`src/rtl/lsu_pkg.sv`:
```
// Shared definitions for the load/store unit: funct3 encodings,
// fault codes, FSM state type and the illegal-funct3 helper.
package lsu_pkg;

    localparam logic [2:0] F3_B  = 3'b000;
    localparam logic [2:0] F3_H  = 3'b001;
    localparam logic [2:0] F3_W  = 3'b010;
    localparam logic [2:0] F3_BU = 3'b100;
    localparam logic [2:0] F3_HU = 3'b101;

    localparam logic [1:0] FC_NONE     = 2'b00;
    localparam logic [1:0] FC_MISALIGN = 2'b01;
    localparam logic [1:0] FC_TIMEOUT  = 2'b10;
    localparam logic [1:0] FC_ILLEGAL  = 2'b11;

    typedef enum logic [1:0] {
        ST_IDLE  = 2'd0,
        ST_REQ   = 2'd1,
        ST_RESP  = 2'd2,
        ST_FAULT = 2'd3
    } state_t;

    // Unsigned variants exist only for loads.
    function automatic logic f3_illegal(input logic [2:0] f3, input logic st);
        return (f3 == 3'b011) || (f3 == 3'b110) || (f3 == 3'b111) ||
               (st && f3[2]);
    endfunction

endpackage

```
`src/rtl/lsu_lane_align.sv`:
```
// Lane steering for the load/store unit (combinational).
// Ports: funct3/offset select the lane; store_data -> wstrb/wdata,
// rdata -> ldata (sign/zero extended).
module lsu_lane_align
    import lsu_pkg::*;
(
    input  logic [2:0]  funct3,
    input  logic [1:0]  offset,
    input  logic [31:0] store_data,
    input  logic [31:0] rdata,
    output logic [3:0]  wstrb,
    output logic [31:0] wdata,
    output logic [31:0] ldata
);

    logic [31:0] shifted;

    assign shifted = rdata >> {offset, 3'b000};

    always_comb begin
        wstrb = 4'b1111;
        wdata = store_data;
        case (funct3[1:0])
            2'b00: begin
                wstrb = 4'b0001 << offset;
                wdata = {4{store_data[7:0]}};
            end
            2'b01: begin
                wstrb = 4'b0011 << offset;
                wdata = {2{store_data[15:0]}};
            end
            default: begin
                wstrb = 4'b1111;
                wdata = store_data;
            end
        endcase
    end

    always_comb begin
        ldata = rdata;
        case (funct3)
            F3_B:    ldata = {{24{shifted[7]}}, shifted[7:0]};
            F3_BU:   ldata = {24'b0, shifted[7:0]};
            F3_H:    ldata = {{16{shifted[15]}}, shifted[15:0]};
            F3_HU:   ldata = {16'b0, shifted[15:0]};
            default: ldata = rdata;
        endcase
    end

endmodule

```
`src/rtl/load_store_unit.sv`:
```
// Memory-stage load/store unit: one access per start over a req/ack
// word port, with byte strobes, load extension and fault reporting.
// Ports: clk/reset (sync, active-high); start/is_store/funct3/addr/
// store_data request; busy/done/fault/fault_code/load_data status;
// mem_req/mem_we/mem_addr/mem_wstrb/mem_wdata/mem_rdata/mem_ack bus.
// Option: define MISALIGN_TRAP_EN to fault on misaligned half/word
// accesses; otherwise the offending low address bits are cleared.
module load_store_unit
    import lsu_pkg::*;
#(
    parameter int unsigned ACK_TIMEOUT = 255
) (
    input  logic        clk,
    input  logic        reset,
    input  logic        start,
    input  logic        is_store,
    input  logic [2:0]  funct3,
    input  logic [31:0] addr,
    input  logic [31:0] store_data,
    output logic        busy,
    output logic        done,
    output logic        fault,
    output logic [1:0]  fault_code,
    output logic [31:0] load_data,
    output logic        mem_req,
    output logic        mem_we,
    output logic [31:0] mem_addr,
    output logic [3:0]  mem_wstrb,
    output logic [31:0] mem_wdata,
    input  logic [31:0] mem_rdata,
    input  logic        mem_ack
);

    localparam logic [7:0] TO_LAST = 8'(ACK_TIMEOUT - 1);

    state_t      state;
    logic        st_q;
    logic [2:0]  f3_q;
    logic [31:0] addr_q;
    logic [31:0] sd_q;
    logic [31:0] rdata_q;
    logic [7:0]  cnt;
    logic        req_q;
    logic        done_q;
    logic        fault_q;
    logic [1:0]  code_q;
    logic [1:0]  pend_code;
    logic [31:0] load_q;

    logic [31:0] addr_al;
    logic        accept;
    logic [3:0]  wstrb;
    logic [31:0] wdata;
    logic [31:0] ldata;

    // A pulse cycle still counts as busy, so a start there is dropped.
    assign accept = start && (state == ST_IDLE) && !done_q && !fault_q;

    always_comb begin
        addr_al = addr;
        case (funct3[1:0])
            2'b01:   addr_al = {addr[31:1], 1'b0};
            2'b10:   addr_al = {addr[31:2], 2'b00};
            default: addr_al = addr;
        endcase
    end

`ifdef MISALIGN_TRAP_EN
    logic misaligned;

    always_comb begin
        misaligned = 1'b0;
        case (funct3[1:0])
            2'b01:   misaligned = addr[0];
            2'b10:   misaligned = |addr[1:0];
            default: misaligned = 1'b0;
        endcase
    end
`endif

    lsu_lane_align u_align (
        .funct3     (f3_q),
        .offset     (addr_q[1:0]),
        .store_data (sd_q),
        .rdata      (rdata_q),
        .wstrb      (wstrb),
        .wdata      (wdata),
        .ldata      (ldata)
    );

    always_ff @(posedge clk) begin
        if (reset) begin
            state     <= ST_IDLE;
            st_q      <= 1'b0;
            f3_q      <= 3'b0;
            addr_q    <= 32'b0;
            sd_q      <= 32'b0;
            rdata_q   <= 32'b0;
            cnt       <= 8'b0;
            req_q     <= 1'b0;
            done_q    <= 1'b0;
            fault_q   <= 1'b0;
            code_q    <= FC_NONE;
            pend_code <= FC_NONE;
            load_q    <= 32'b0;
        end else begin
            done_q  <= 1'b0;
            fault_q <= 1'b0;
            code_q  <= FC_NONE;
            unique case (state)
                ST_IDLE: begin
                    if (accept) begin
                        st_q   <= is_store;
                        f3_q   <= funct3;
                        addr_q <= addr_al;
                        sd_q   <= store_data;
                        cnt    <= 8'b0;
                        if (f3_illegal(funct3, is_store)) begin
                            pend_code <= FC_ILLEGAL;
                            state     <= ST_FAULT;
`ifdef MISALIGN_TRAP_EN
                        end else if (misaligned) begin
                            pend_code <= FC_MISALIGN;
                            state     <= ST_FAULT;
`endif
                        end else begin
                            req_q <= 1'b1;
                            state <= ST_REQ;
                        end
                    end
                end
                ST_REQ: begin
                    if (mem_ack) begin
                        rdata_q <= mem_rdata;
                        req_q   <= 1'b0;
                        state   <= ST_RESP;
                    end else begin
                        cnt <= cnt + 8'd1;
                        if (cnt == TO_LAST) begin
                            req_q     <= 1'b0;
                            pend_code <= FC_TIMEOUT;
                            state     <= ST_FAULT;
                        end
                    end
                end
                ST_RESP: begin
                    done_q <= 1'b1;
                    if (!st_q) begin
                        load_q <= ldata;
                    end
                    state <= ST_IDLE;
                end
                ST_FAULT: begin
                    fault_q <= 1'b1;
                    code_q  <= pend_code;
                    state   <= ST_IDLE;
                end
            endcase
        end
    end

    assign busy       = (state != ST_IDLE) || done_q || fault_q;
    assign done       = done_q;
    assign fault      = fault_q;
    assign fault_code = code_q;
    assign load_data  = load_q;
    assign mem_req    = req_q;
    assign mem_we     = req_q && st_q;
    assign mem_addr   = req_q ? {addr_q[31:2], 2'b00} : 32'b0;
    assign mem_wstrb  = (req_q && st_q) ? wstrb : 4'b0;
    assign mem_wdata  = (req_q && st_q) ? wdata : 32'b0;

endmodule

```
`config.mk`:
```
export PLATFORM = sky130hd
export DESIGN_NAME = load_store_unit
export DESIGN_NICKNAME = d
export VERILOG_FILES = /design/src/rtl/lsu_pkg.sv /design/src/rtl/lsu_lane_align.sv /design/src/rtl/load_store_unit.sv
export SDC_FILE = /design/constraint.sdc
export NUM_CORES = 1
export LEC_CHECK = 0
export ABC_AREA = 0
export BUFFER_PORTS_ARGS = -buffer_cell sky130_fd_sc_hd__buf_2
export CAP_MARGIN = 30
export CORE_UTILIZATION = 45
export DETAILED_ROUTE_END_ITERATION = 7
export GPL_TIMING_DRIVEN = 0
export PLACE_DENSITY = 0.71
export SETUP_SLACK_MARGIN = 0.5
export SKIP_LAST_GASP = 1
export SLEW_MARGIN = 10
export SYNTH_ARGS = -nofsm -noshare
export SYNTH_HDL_FRONTEND = slang
export SYNTH_SLANG_ARGS = --single-unit
```
`constraint.sdc`:
```
create_clock -name clk -period 2.1 [get_ports clk]
set_input_delay 0.42 -clock clk [delete_from_list [all_inputs] [get_ports clk]]
set_output_delay 0.42 -clock clk [all_outputs]
set_load 0.01 [all_outputs]
```
## After elaboration in Yosys (flattened, before gate mapping)

Index checks and enable logic that the tools add are counted.

- Bits of input ports: 104
- Word-level logic and storage cells: 91
- Register bits: 149
- Output and inout bits: 107

- Add/sub/neg operators: 1
- Reductions and logical operators: 26
- Shift-type cells: 3
- Bitwise operators: 2
- Eq/ne operators: 19
- Multiplexer cells: 27

Operator list:

| operator | count |
|---|---|
| $pmux 32 s4 | 1 |
| $mux 32 | 2 |
| $pmux 32 s2 | 1 |
| $shr 32x5->16 | 1 |
| $mux 2 | 8 |
| $mux 8 | 2 |
| $pmux 8 s2 | 1 |
| $eq 3x3->1 const B | 4 |
| $add 8x1->8 const B | 1 |
| $eq 8x8->1 const B | 1 |
| $ne 2x2->1 const B | 4 |
| $pmux 2 s2 | 2 |
| $pmux 4 s2 | 1 |
| $reduce_and 2->1 | 4 |
| $eq 2x1->1 const B | 3 |
| $eq 2x2->1 const B | 3 |
| $mux 1 | 6 |
| $pmux 2 s3 | 1 |
| $logic_and 1x1->1 | 5 |
| $logic_or 1x1->1 | 5 |
| $reduce_and 5->1 | 1 |
| $logic_not 2->1 | 2 |
| $mux 4 | 1 |
| $reduce_and 4->1 | 1 |
| 13 further kinds | 17 |

## Depth between registers and ports, before layout

Gate-level depths: netlist of run 1.

- Depth after elaboration: 7
- Depth in mapped cells: 7

## Cells and area by module

From an unflattened synthesis of run 1, not the netlist that was laid out.

- Cell total of the unflattened synthesis: 969
- Area total of the unflattened synthesis: 7537.2 µm²

Modules (own cells, without submodules):

| module | cells each | instances | area each (µm²) |
|---|---|---|---|
| load_store_unit | 789 | 1 | 6216.0 |
| lsu_lane_align | 180 | 1 | 1321.3 |

## Worst setup path before layout of run 1

OpenSTA, ideal clock, no wires.

- Kind: register -> register
- From: register addr_q[1]
- To: register load_q[20], in the netlist load_data[20]
- Library setup time: 0.134 ns
- Path slack: 0.313 ns
- Cell stages (with the launch flop): 6
- Path buffers: 1
- Arrival time: 1.653 ns
- Clock period less this slack: 1.787 ns
- Data required time: 1.966 ns
- Path through: dfxtp_1 > mux4_2 > or2_1 > a41oi_4 > buf_6 > a211oi_1

- Cells in the longest elaborated chain, start to end: 2

Ends and longest elaborated chain:

| item | line | source |
|---|---|---|
| start, declared | load_store_unit.sv:39 | `logic [31:0] addr_q;` |
| start signal, assigned | load_store_unit.sv:115 | `addr_q <= addr_al;` |
| $shr 32x5->16 | lsu_lane_align.sv:18 | `assign shifted = rdata >> {offset, 3'b000};` |
| $pmux 32 s4 | lsu_lane_align.sv:41 | `case (funct3)` |
| end signal, assigned | load_store_unit.sv:149 | `load_q <= ldata;` |
| end, declared | load_store_unit.sv:48 | `logic [31:0] load_q;` |

Every way passes these cells.
A chain may end at the register's enable or synchronous reset.

## Final worst setup path of run 1

- From: register f3_q[0]
- To: output port mem_wdata[29]

- Cells in the longest elaborated chain, start to end: 3
- Elaborated cells on any way between the ends: 4
- Those cells by class: eq/ne (1); mux (2); reduce/logical (1)

Ends and longest elaborated chain:

| item | line | source |
|---|---|---|
| start, declared | load_store_unit.sv:38 | `logic [2:0] f3_q;` |
| start signal, assigned | load_store_unit.sv:114 | `f3_q <= funct3;` |
| $eq 2x1->1 / $logic_not 2->1 (equally long branches) | lsu_lane_align.sv:23 | `case (funct3[1:0])` |
| $pmux 32 s2 (*) | lsu_lane_align.sv:23 |  |
| $mux 32 (*) | load_store_unit.sv:171 | `assign mem_wdata = (req_q && st_q) ? wdata : 32'b0;` |
| end, declared | load_store_unit.sv:29 | `output logic [31:0] mem_wdata,` |

Mark *: on every way between the ends. The rest lies on a longest branch, timed or not.

==> impl_metrics.prom, run 1 <==
# TYPE chip_impl_metric gauge
chip_impl_info{name="rsz0062_at_grt",value="yes"} 1
chip_impl_metric{name="worstPathMaxFanout",unit=""} 6
chip_impl_metric{name="floorplan.die_area",unit="um2"} 15420
chip_impl_metric{name="path_clk_slew",unit="ns"} 0.07
chip_impl_metric{name="cp_data_arrival_time",unit="ns"} 1.64
chip_impl_info{name="yosys.cell_count.top_type",value="nand2_1"} 1
chip_impl_metric{name="clkLatencyLatePin",unit="ns"} 0.43
chip_impl_info{name="hold_class",value="in2reg"} 1
chip_impl_metric{name="antenna_left",unit=""} 0
chip_impl_metric{name="p_sw_frac",unit=""} 0.2809
chip_impl_metric{name="detailed_place_hpwl",unit="um"} 15730
chip_impl_metric{name="clock_path_buffers",unit=""} 2
chip_impl_metric{name="combinational_share_of_power",unit=""} 0.194
chip_impl_metric{name="timing_hold_violations_final",unit=""} 0
chip_impl_metric{name="seq_power_share",unit=""} 0.397
chip_impl_metric{name="horiz_die_dim",unit="um"} 124.2
chip_impl_metric{name="synth.top_cell.area_share",unit=""} 0.4442
chip_impl_metric{name="grt-ovfl-total",unit=""} 0
chip_impl_info{name="timing.rr.start",value="addr_q[1]"} 1
chip_impl_metric{name="track_usage",unit=""} 0.2962
chip_impl_info{name="criticalPathCategory",value="reg2out"} 1
chip_impl_metric{name="pwr-share-clk",unit=""} 0.409
chip_impl_metric{name="vias",unit=""} 7533
chip_impl_metric{name="grt_pass1_vias",unit=""} 6875
chip_impl_metric{name="grt_antenna_before_repair",unit=""} 0
chip_impl_info{name="yosys-top-cells-count",value="nand2_1, dfxtp_1, a21oi_1"} 1
chip_impl_info{name="critical_path.endpoint_type",value="output pin"} 1
chip_impl_metric{name="standard_cell_row_count",unit=""} 44
chip_impl_metric{name="setup_viol",unit=""} 0
chip_impl_metric{name="clock_sinks",unit=""} 149
chip_impl_metric{name="drt-pass1-iter-count",unit=""} 5
chip_impl_info{name="synth.area.top_cells",value="dfxtp_1, nand2_1, a21oi_1, mux2i_1, nor2_1"} 1
chip_impl_info{name="outcome",value="finished, final reports clean"} 1
chip_impl_metric{name="synthesis.instances",unit=""} 874
chip_impl_info{name="worst_hold_startpoint",value="mem_rdata[26]"} 1
chip_impl_metric{name="period_needed",unit="ns"} 2.062
chip_impl_metric{name="routability_congestion",unit=""} 0.9275
chip_impl_info{name="clock_tree_from_tritoncts",value="built"} 1
chip_impl_metric{name="multiInputGateArea",unit="um2"} 3969
chip_impl_metric{name="drc",unit=""} 0
chip_impl_metric{name="synth-warning-count",unit=""} 0
chip_impl_metric{name="critPathRequiredTime",unit="ns"} 1.68
chip_impl_metric{name="seqCellArea",unit="um2"} 3004
chip_impl_info{name="worst_hold_path.endpoint",value="rdata_q[26]"} 1
chip_impl_metric{name="postLayoutCoreUtil",unit=""} 0.7208
chip_impl_info{name="yosys_most_used_dff",value="dfxtp_1"} 1
chip_impl_metric{name="synth_register_bits",unit=""} 149
chip_impl_metric{name="synth_cell_type_count",unit=""} 49
chip_impl_metric{name="grt_first_pass_wirelength",unit="um"} 34420
chip_impl_metric{name="maxSlewHeadroom",unit=""} 0.5176
chip_impl_metric{name="initialDrtViolationCount",unit=""} 624
chip_impl_metric{name="worst-r2r-cell-count",unit=""} 5
chip_impl_metric{name="power.density_cell_area",unit="nW/um2"} 759.4
chip_impl_metric{name="final_nets",unit=""} 1270
chip_impl_metric{name="n_antenna_cell",unit=""} 0
chip_impl_metric{name="syn_to_final_growth",unit="%"} 56.01
chip_impl_metric{name="worst_hold_path.num_cells",unit=""} 3
chip_impl_metric{name="share_of_flip_flops_with_an_asynchronous_set_or_reset",unit=""} 0
chip_impl_metric{name="report.final.slew_viol_count",unit=""} 0
chip_impl_metric{name="detail_route.wl_per_cell",unit="um"} 18.18
chip_impl_metric{name="finalHoldWorstSlack",unit="ns"} 0.2222
chip_impl_info{name="netlist.top_cell.by_area",value="dfxtp_1"} 1
chip_impl_metric{name="avgViaCountPerCell",unit=""} 5.547
chip_impl_metric{name="mappedNetlistArea",unit="um2"} 6715
chip_impl_metric{name="top_level_ports",unit=""} 211
chip_impl_metric{name="numCtsBuffers",unit=""} 17
chip_impl_metric{name="cts_hold_buffers",unit=""} 0
chip_impl_metric{name="fmax",unit="MHz"} 485.0
chip_impl_metric{name="drt_wl_total",unit="um"} 24690
chip_impl_info{name="critPathLaunchType",value="flop"} 1
chip_impl_metric{name="post-route-period-util",unit=""} 0.9819
chip_impl_metric{name="p_switching",unit="mW"} 2.235
chip_impl_metric{name="setup.reg_to_reg.worst_slack",unit="ns"} 0.22
chip_impl_metric{name="placeableCoreArea",unit="um2"} 14530
chip_impl_metric{name="max_capacitance_violation_count",unit=""} 0
chip_impl_metric{name="postLayoutCellArea",unit="um2"} 10480
chip_impl_info{name="worst_r2r_endpoint",value="load_data[19]"} 1
chip_impl_info{name="clk_root_buffer_cell",value="clkbuf_16"} 1
chip_impl_metric{name="power.internal",unit="mW"} 5.721
chip_impl_metric{name="nFillCells",unit=""} 1098
chip_impl_metric{name="share_of_cells_above_drive_strength_1",unit=""} 0.4140
chip_impl_metric{name="h_tree_lvls",unit=""} 4
chip_impl_metric{name="synth_seq_area_share",unit=""} 0.4442
chip_impl_metric{name="starting_utilization_of_the_core_area",unit=""} 0.4620
chip_impl_metric{name="fp.dieH",unit="um"} 124.2
chip_impl_metric{name="number_of_flops_mapped_to_enable_cells_by_yosys",unit=""} 0
chip_impl_metric{name="post_synth.cell_area_avg",unit="um2"} 7.683
chip_impl_metric{name="p_leak",unit="nW"} 4.315
chip_impl_metric{name="place_area",unit="um2"} 8041
chip_impl_metric{name="pin_count_of_the_biggest_net_entering_global_routing",unit=""} 17
chip_impl_metric{name="placement.io_buffers",unit=""} 207
chip_impl_metric{name="ir_drop",unit="uV"} 635.8
chip_impl_metric{name="finalClockSkew",unit="ns"} 0.008389
chip_impl_metric{name="tightest_slew",unit="ns"} 0.7237
-- what timing repair did --
action / in CTS / in global routing
gates resized for setup: 197 / 156
endpoints found under the setup margin: 200 / 182
setup buffers: 25 / 27
gates cloned: 3 / 5
pin swaps: 24 / 42
-- cells by family after synthesis --
kind of cell | count (synthesis) | synth area share
AND/OR/NAND/NOR | 394 | 0.2534
flip-flops | 149 | 0.4442
other | 1 | 0.0005584
AO/OA/AOI/OAI | 209 | 0.1921
adder cells (fa/ha/maj) | 5 | 0.009316
buffers and inverters | 83 | 0.05049
XOR/XNOR | 6 | 0.007826
multiplexers | 27 | 0.04211
-- worst max path at each step --
stage              start            end  slack (ns)  depth (start not counted)
2_1_floorplan  addr_q[1]  load_data[20]        0.40                          5
3_3_place_gp        st_q  mem_wdata[22]       -0.02                          6
3_5_place_dp        st_q  mem_wdata[25]      -0.005                          6
4_1_cts          f3_q[0]  mem_wdata[29]        0.04                          7
5_1_grt          f3_q[0]   mem_wdata[9]       -0.06                          5
6_report         f3_q[0]  mem_wdata[29]        0.04                          7
-- critical path: stages (launching register included) --
cell and delay [ns]:
dfxtp_4 0.36, buf_12 0.12, clkbuf_16 0.14, mux2i_2 0.23
nor2_2 0.06, a21oi_1 0.12, nor2_1 0.06, buf_2 0.13
-- cells in the final DEF (no fill, tap or decap), types with 8 or more instances in the layout --
cell,synthesis,final
a21oi_2,0,9
nand2_1,245,241
buf_4,2,41
a211oi_2,0,16
dfxtp_1,149,140
clkbuf_1,56,19
clkbuf_4,0,9
clkbuf_2,0,10
nor2_1,65,47
mux2i_1,26,19
and2_4,0,30
inv_1,11,10
buf_2,10,170
nor2_2,0,13
and3_4,0,8
buf_8,0,12
clkbuf_16,0,28
buf_6,1,61
and3_1,18,10
a21oi_1,134,125
-- registers in the layout, indices dropped and copies added (netlist names) --
register / count
addr_q: 32
cnt: 8
done: 1
f3_q: 3
fault: 1
fault_code: 2
load_data: 32
mem_req: 1
pend_code: 2
rdata_q: 32
sd_q: 32
st_q: 1
state: 2
-- stage by stage --
| step | cells | TNS (ns) | setup WS, ns | total power [mW] |
|---|---|---|---|---|
| finish | 1358 | 0 | 0.03796 | 7.956 |
| global route | 1358 | -0.1119 | -0.06435 | 8.201 |
| CTS | 1326 | 0 | 0.04234 | 7.690 |
| detailed placement | 1266 | -0.004669 | -0.004669 | 4.230 |
| global placement | 1266 | -0.02534 | -0.01886 | 4.213 |
| floorplan | 875 | 0 | 0.4021 | 3.825 |
-- power groups by stage --
stage               Clock (mW)  Combinational [mW]  Sequential [mW]
floorplan                    0               0.655             3.17
global placement             0                1.03             3.19
detailed placement           0                1.04             3.19
CTS                       3.25                1.30             3.14
global route              3.37                1.65             3.18
finish                    3.25                1.54             3.16
-- area by class of cell --
cell class | count | share of cell area
Inverter | 12 | 0.005255
Multi-Input combinational cell | 643 | 0.3788
Timing Repair Buffer | 267 | 0.1817
Buffer | 71 | 0.06593
Clock inverter | 13 | 0.01732
Sequential cell | 149 | 0.2868
Tap cell | 184 | 0.02198
Clock buffer | 19 | 0.04228
-- per-layer routing --
metal / up-vias / part of all wire / track usage
li1: 3529 / - / -
met2: 400 / 0.49 / 0.4910
met4: 0 / 0.037 / 0.1458
met3: 82 / 0.088 / 0.09249
met1: 3522 / 0.39 / 0.3438
met5: - / 0 / 0
Power figures use the tool's default switching activity.
==> inputs of run 2 (changes only) <==
- clock period: 2.1 -> 1.9 ns (I/O delays scaled with it)
==> run 2 against run 1 <==
Net effect: the run now ends with setup timing left; via count is 11% higher; total power up 21%; clock-buffer cell count increased by 5; largest cell class unchanged; cell count is 2.1% higher; utilization is 12 points higher; flip-flop and latch count unchanged; register-to-register slack worse by 0.23 ns; critical path depth is 1 lower; routed wire length grew 27%; combinational power grew 62%; critical endpoint is now mem_wdata[13].
==> impl_metrics.prom, run 2 (synthesized netlist as in run 1, its figures left out) <==
# TYPE chip_impl_metric gauge
chip_impl_info{name="outcome",value="finished, violations left"} 1
chip_impl_info{name="violations",value="setup timing"} 1
chip_impl_metric{name="fmax",unit="MHz"} 449.0
chip_impl_metric{name="clkLatencyLatePin",unit="ns"} 0.44
chip_impl_metric{name="path_clk_slew",unit="ns"} 0.07
chip_impl_metric{name="report.final.slew_viol_count",unit=""} 0
chip_impl_info{name="clk_root_buffer_cell",value="clkbuf_16"} 1
chip_impl_metric{name="clock_sinks",unit=""} 149
chip_impl_metric{name="track_usage",unit=""} 0.3058
chip_impl_metric{name="share_of_cells_above_drive_strength_1",unit=""} 0.6143
chip_impl_metric{name="maxSlewHeadroom",unit=""} 0.4877
chip_impl_info{name="most_common_cell_after_layout_fill_and_taps_aside",value="buf_2"} 1
chip_impl_metric{name="placeableCoreArea",unit="um2"} 14530
chip_impl_metric{name="worstPathMaxFanout",unit=""} 6
chip_impl_metric{name="clock_path_buffers",unit=""} 2
chip_impl_metric{name="grt_pass1_vias",unit=""} 6926
chip_impl_metric{name="final_nets",unit=""} 1299
chip_impl_metric{name="grt_first_pass_wirelength",unit="um"} 35580
chip_impl_metric{name="placement.setup.worst_slack",unit="ns"} -0.1734
chip_impl_metric{name="cp_data_arrival_time",unit="ns"} 1.85
chip_impl_metric{name="routability_congestion",unit=""} 0.9103
chip_impl_metric{name="placement.io_buffers",unit=""} 207
chip_impl_metric{name="horiz_die_dim",unit="um"} 124.2
chip_impl_metric{name="antenna_left",unit=""} 0
chip_impl_metric{name="standard_cell_row_count",unit=""} 44
chip_impl_metric{name="detailed_place_hpwl",unit="um"} 15430
chip_impl_metric{name="top_level_ports",unit=""} 211
chip_impl_metric{name="drt-pass1-iter-count",unit=""} 5
chip_impl_metric{name="power.internal",unit="mW"} 6.716
chip_impl_info{name="timing.rr.start",value="addr_q[1]"} 1
chip_impl_metric{name="tightest_slew",unit="ns"} 0.7684
chip_impl_metric{name="critPathRequiredTime",unit="ns"} 1.52
chip_impl_metric{name="avgViaCountPerCell",unit=""} 6.040
chip_impl_metric{name="pwr_total",unit="mW"} 9.639
chip_impl_metric{name="setup.reg_to_reg.worst_slack",unit="ns"} -0.01
chip_impl_info{name="rsz0062_at_grt",value="yes"} 1
chip_impl_info{name="startpoint",value="f3_q[1]"} 1
chip_impl_metric{name="grt_antenna_before_repair",unit=""} 0
chip_impl_metric{name="seq_power_share",unit=""} 0.365
chip_impl_metric{name="n_antenna_cell",unit=""} 0
chip_impl_info{name="worst_r2r_endpoint",value="load_data[15]"} 1
chip_impl_metric{name="period_needed",unit="ns"} 2.227
chip_impl_metric{name="grt-ovfl-total",unit=""} 0
chip_impl_metric{name="initialDrtViolationCount",unit=""} 795
chip_impl_info{name="critPathLaunchType",value="flop"} 1
chip_impl_metric{name="pin_count_of_the_biggest_net_entering_global_routing",unit=""} 17
chip_impl_metric{name="post-route-period-util",unit=""} 1.172
chip_impl_metric{name="pwr-share-clk",unit=""} 0.376
chip_impl_metric{name="h_tree_lvls",unit=""} 4
chip_impl_info{name="critical_path.endpoint_type",value="output pin"} 1
chip_impl_metric{name="floorplan.die_area",unit="um2"} 15420
chip_impl_info{name="hold_class",value="in2reg"} 1
chip_impl_metric{name="vias",unit=""} 8378
chip_impl_metric{name="setup_viol",unit=""} 28
chip_impl_metric{name="numCtsBuffers",unit=""} 17
chip_impl_metric{name="fp.dieH",unit="um"} 124.2
chip_impl_metric{name="worst_hold_path.num_cells",unit=""} 3
chip_impl_metric{name="smallest_setup_slack_after_layout",unit="ns"} -0.3271
chip_impl_info{name="worst_hold_startpoint",value="store_data[11]"} 1
chip_impl_metric{name="max_capacitance_violation_count",unit=""} 0
chip_impl_info{name="clock_tree_from_tritoncts",value="built"} 1
chip_impl_metric{name="finalClockSkew",unit="ns"} 0.01589
chip_impl_metric{name="ir_drop",unit="uV"} 685.4
chip_impl_metric{name="p_switching",unit="mW"} 2.923
chip_impl_metric{name="timing_hold_violations_final",unit=""} 0
chip_impl_metric{name="p_leak",unit="nW"} 5.198
chip_impl_info{name="worst_hold_path.endpoint",value="sd_q[11]"} 1
chip_impl_metric{name="combinational_share_of_power",unit=""} 0.259
chip_impl_metric{name="drt_wl_total",unit="um"} 31360
chip_impl_metric{name="starting_utilization_of_the_core_area",unit=""} 0.4620
chip_impl_metric{name="power.density_cell_area",unit="nW/um2"} 786.1
chip_impl_info{name="final_cell_mix",value="buf_2, nand2_1, dfxtp_1, a21oi_2, buf_6"} 1
chip_impl_metric{name="detail_route.wl_per_cell",unit="um"} 22.61
chip_impl_metric{name="p_sw_frac",unit=""} 0.3033
chip_impl_metric{name="drc",unit=""} 0
chip_impl_info{name="criticalPathCategory",value="reg2out"} 1
chip_impl_metric{name="syn_to_final_growth",unit="%"} 82.60
chip_impl_metric{name="worst-r2r-cell-count",unit=""} 5
## run 2: changes by cell type in the layout (fill, tap and decap cells not counted), moves of 6 or more
cell / previous run / this run
buf_12: 4 / 10
buf_6: 61 / 78
a21oi_2: 9 / 106
clkbuf_1: 19 / 13
nand2_4: 2 / 77
a21oi_1: 125 / 27
nand2_1: 241 / 145
clkbuf_4: 9 / 3
nand2_2: 2 / 23
buf_8: 12 / 27
dfxtp_1: 140 / 133
## run 2: area by class of cell
class,count,area [um2]
Multi-Input combinational cell,643,5117
Sequential cell,149,3023
Timing Repair Buffer,296,2400
Fill cell,735,2272
Buffer,71,819.5
Clock buffer,24,501.7
Tap cell,184,230.2
Clock inverter,8,120.1
Inverter,12,50.05
## run 2: power by group through the flow
stage | Sequential [mW] | Combinational, mW | Clock [mW]
after floorplan | 3.51 | 0.775 | 0
after global placement | 3.53 | 1.19 | 0
after detailed placement | 3.53 | 1.20 | 0
after CTS | 3.47 | 1.61 | 3.53
after global routing | 3.52 | 2.60 | 3.76
final | 3.52 | 2.50 | 3.62
## run 2: per-stage QoR
| stage | hold WS [ns] | area [um2] | instances | utilization | TNS, ns |
|---|---|---|---|---|---|
| finish | 0.1743 | 12260 | 1387 | 0.8437 | -3.426 |
| global placement | 0.4371 | 8240 | 1266 | 0.5670 | -12.18 |
| floorplan | 0.4255 | 6974 | 875 | - | 0 |
| detailed placement | 0.4419 | 8240 | 1266 | 0.5670 | -8.549 |
| CTS | 0.1826 | 10270 | 1343 | 0.7067 | -1.628 |
| global route | 0.1771 | 12260 | 1387 | 0.8437 | -4.289 |
## run 2: critical path: stages (launching register included)
cell	delay, ns
dfxtp_2	0.32
buf_8	0.12
clkbuf_16	0.17
clkbuf_16	0.16
o21ai_0	0.28
a21oi_1	0.17
buf_2	0.17
## run 2: how the worst max path moves through the flow
stage / end / slack [ns]
floorplan: load_data[20] / 0.20
global placement: pend_code[1] / -0.21
detailed placement: addr_q[2] / -0.17
CTS: mem_wdata[30] / -0.13
global route: mem_wdata[13] / -0.37
finish: mem_wdata[13] / -0.33
## run 2: metal layers
metal,track usage,part of all wire
met5,0,0
met1,0.3766,0.36
met3,0.08104,0.087
met2,0.5114,0.50
met4,0.1079,0.056
## run 2: what timing repair did
item	CTS	global route
pin swaps	39	180
hold endpoints to repair	0	0
resized for setup	261	400
buffers inserted	37	33
hold buffers	0	0
gates cloned	8	11
setup endpoints to repair	214	214
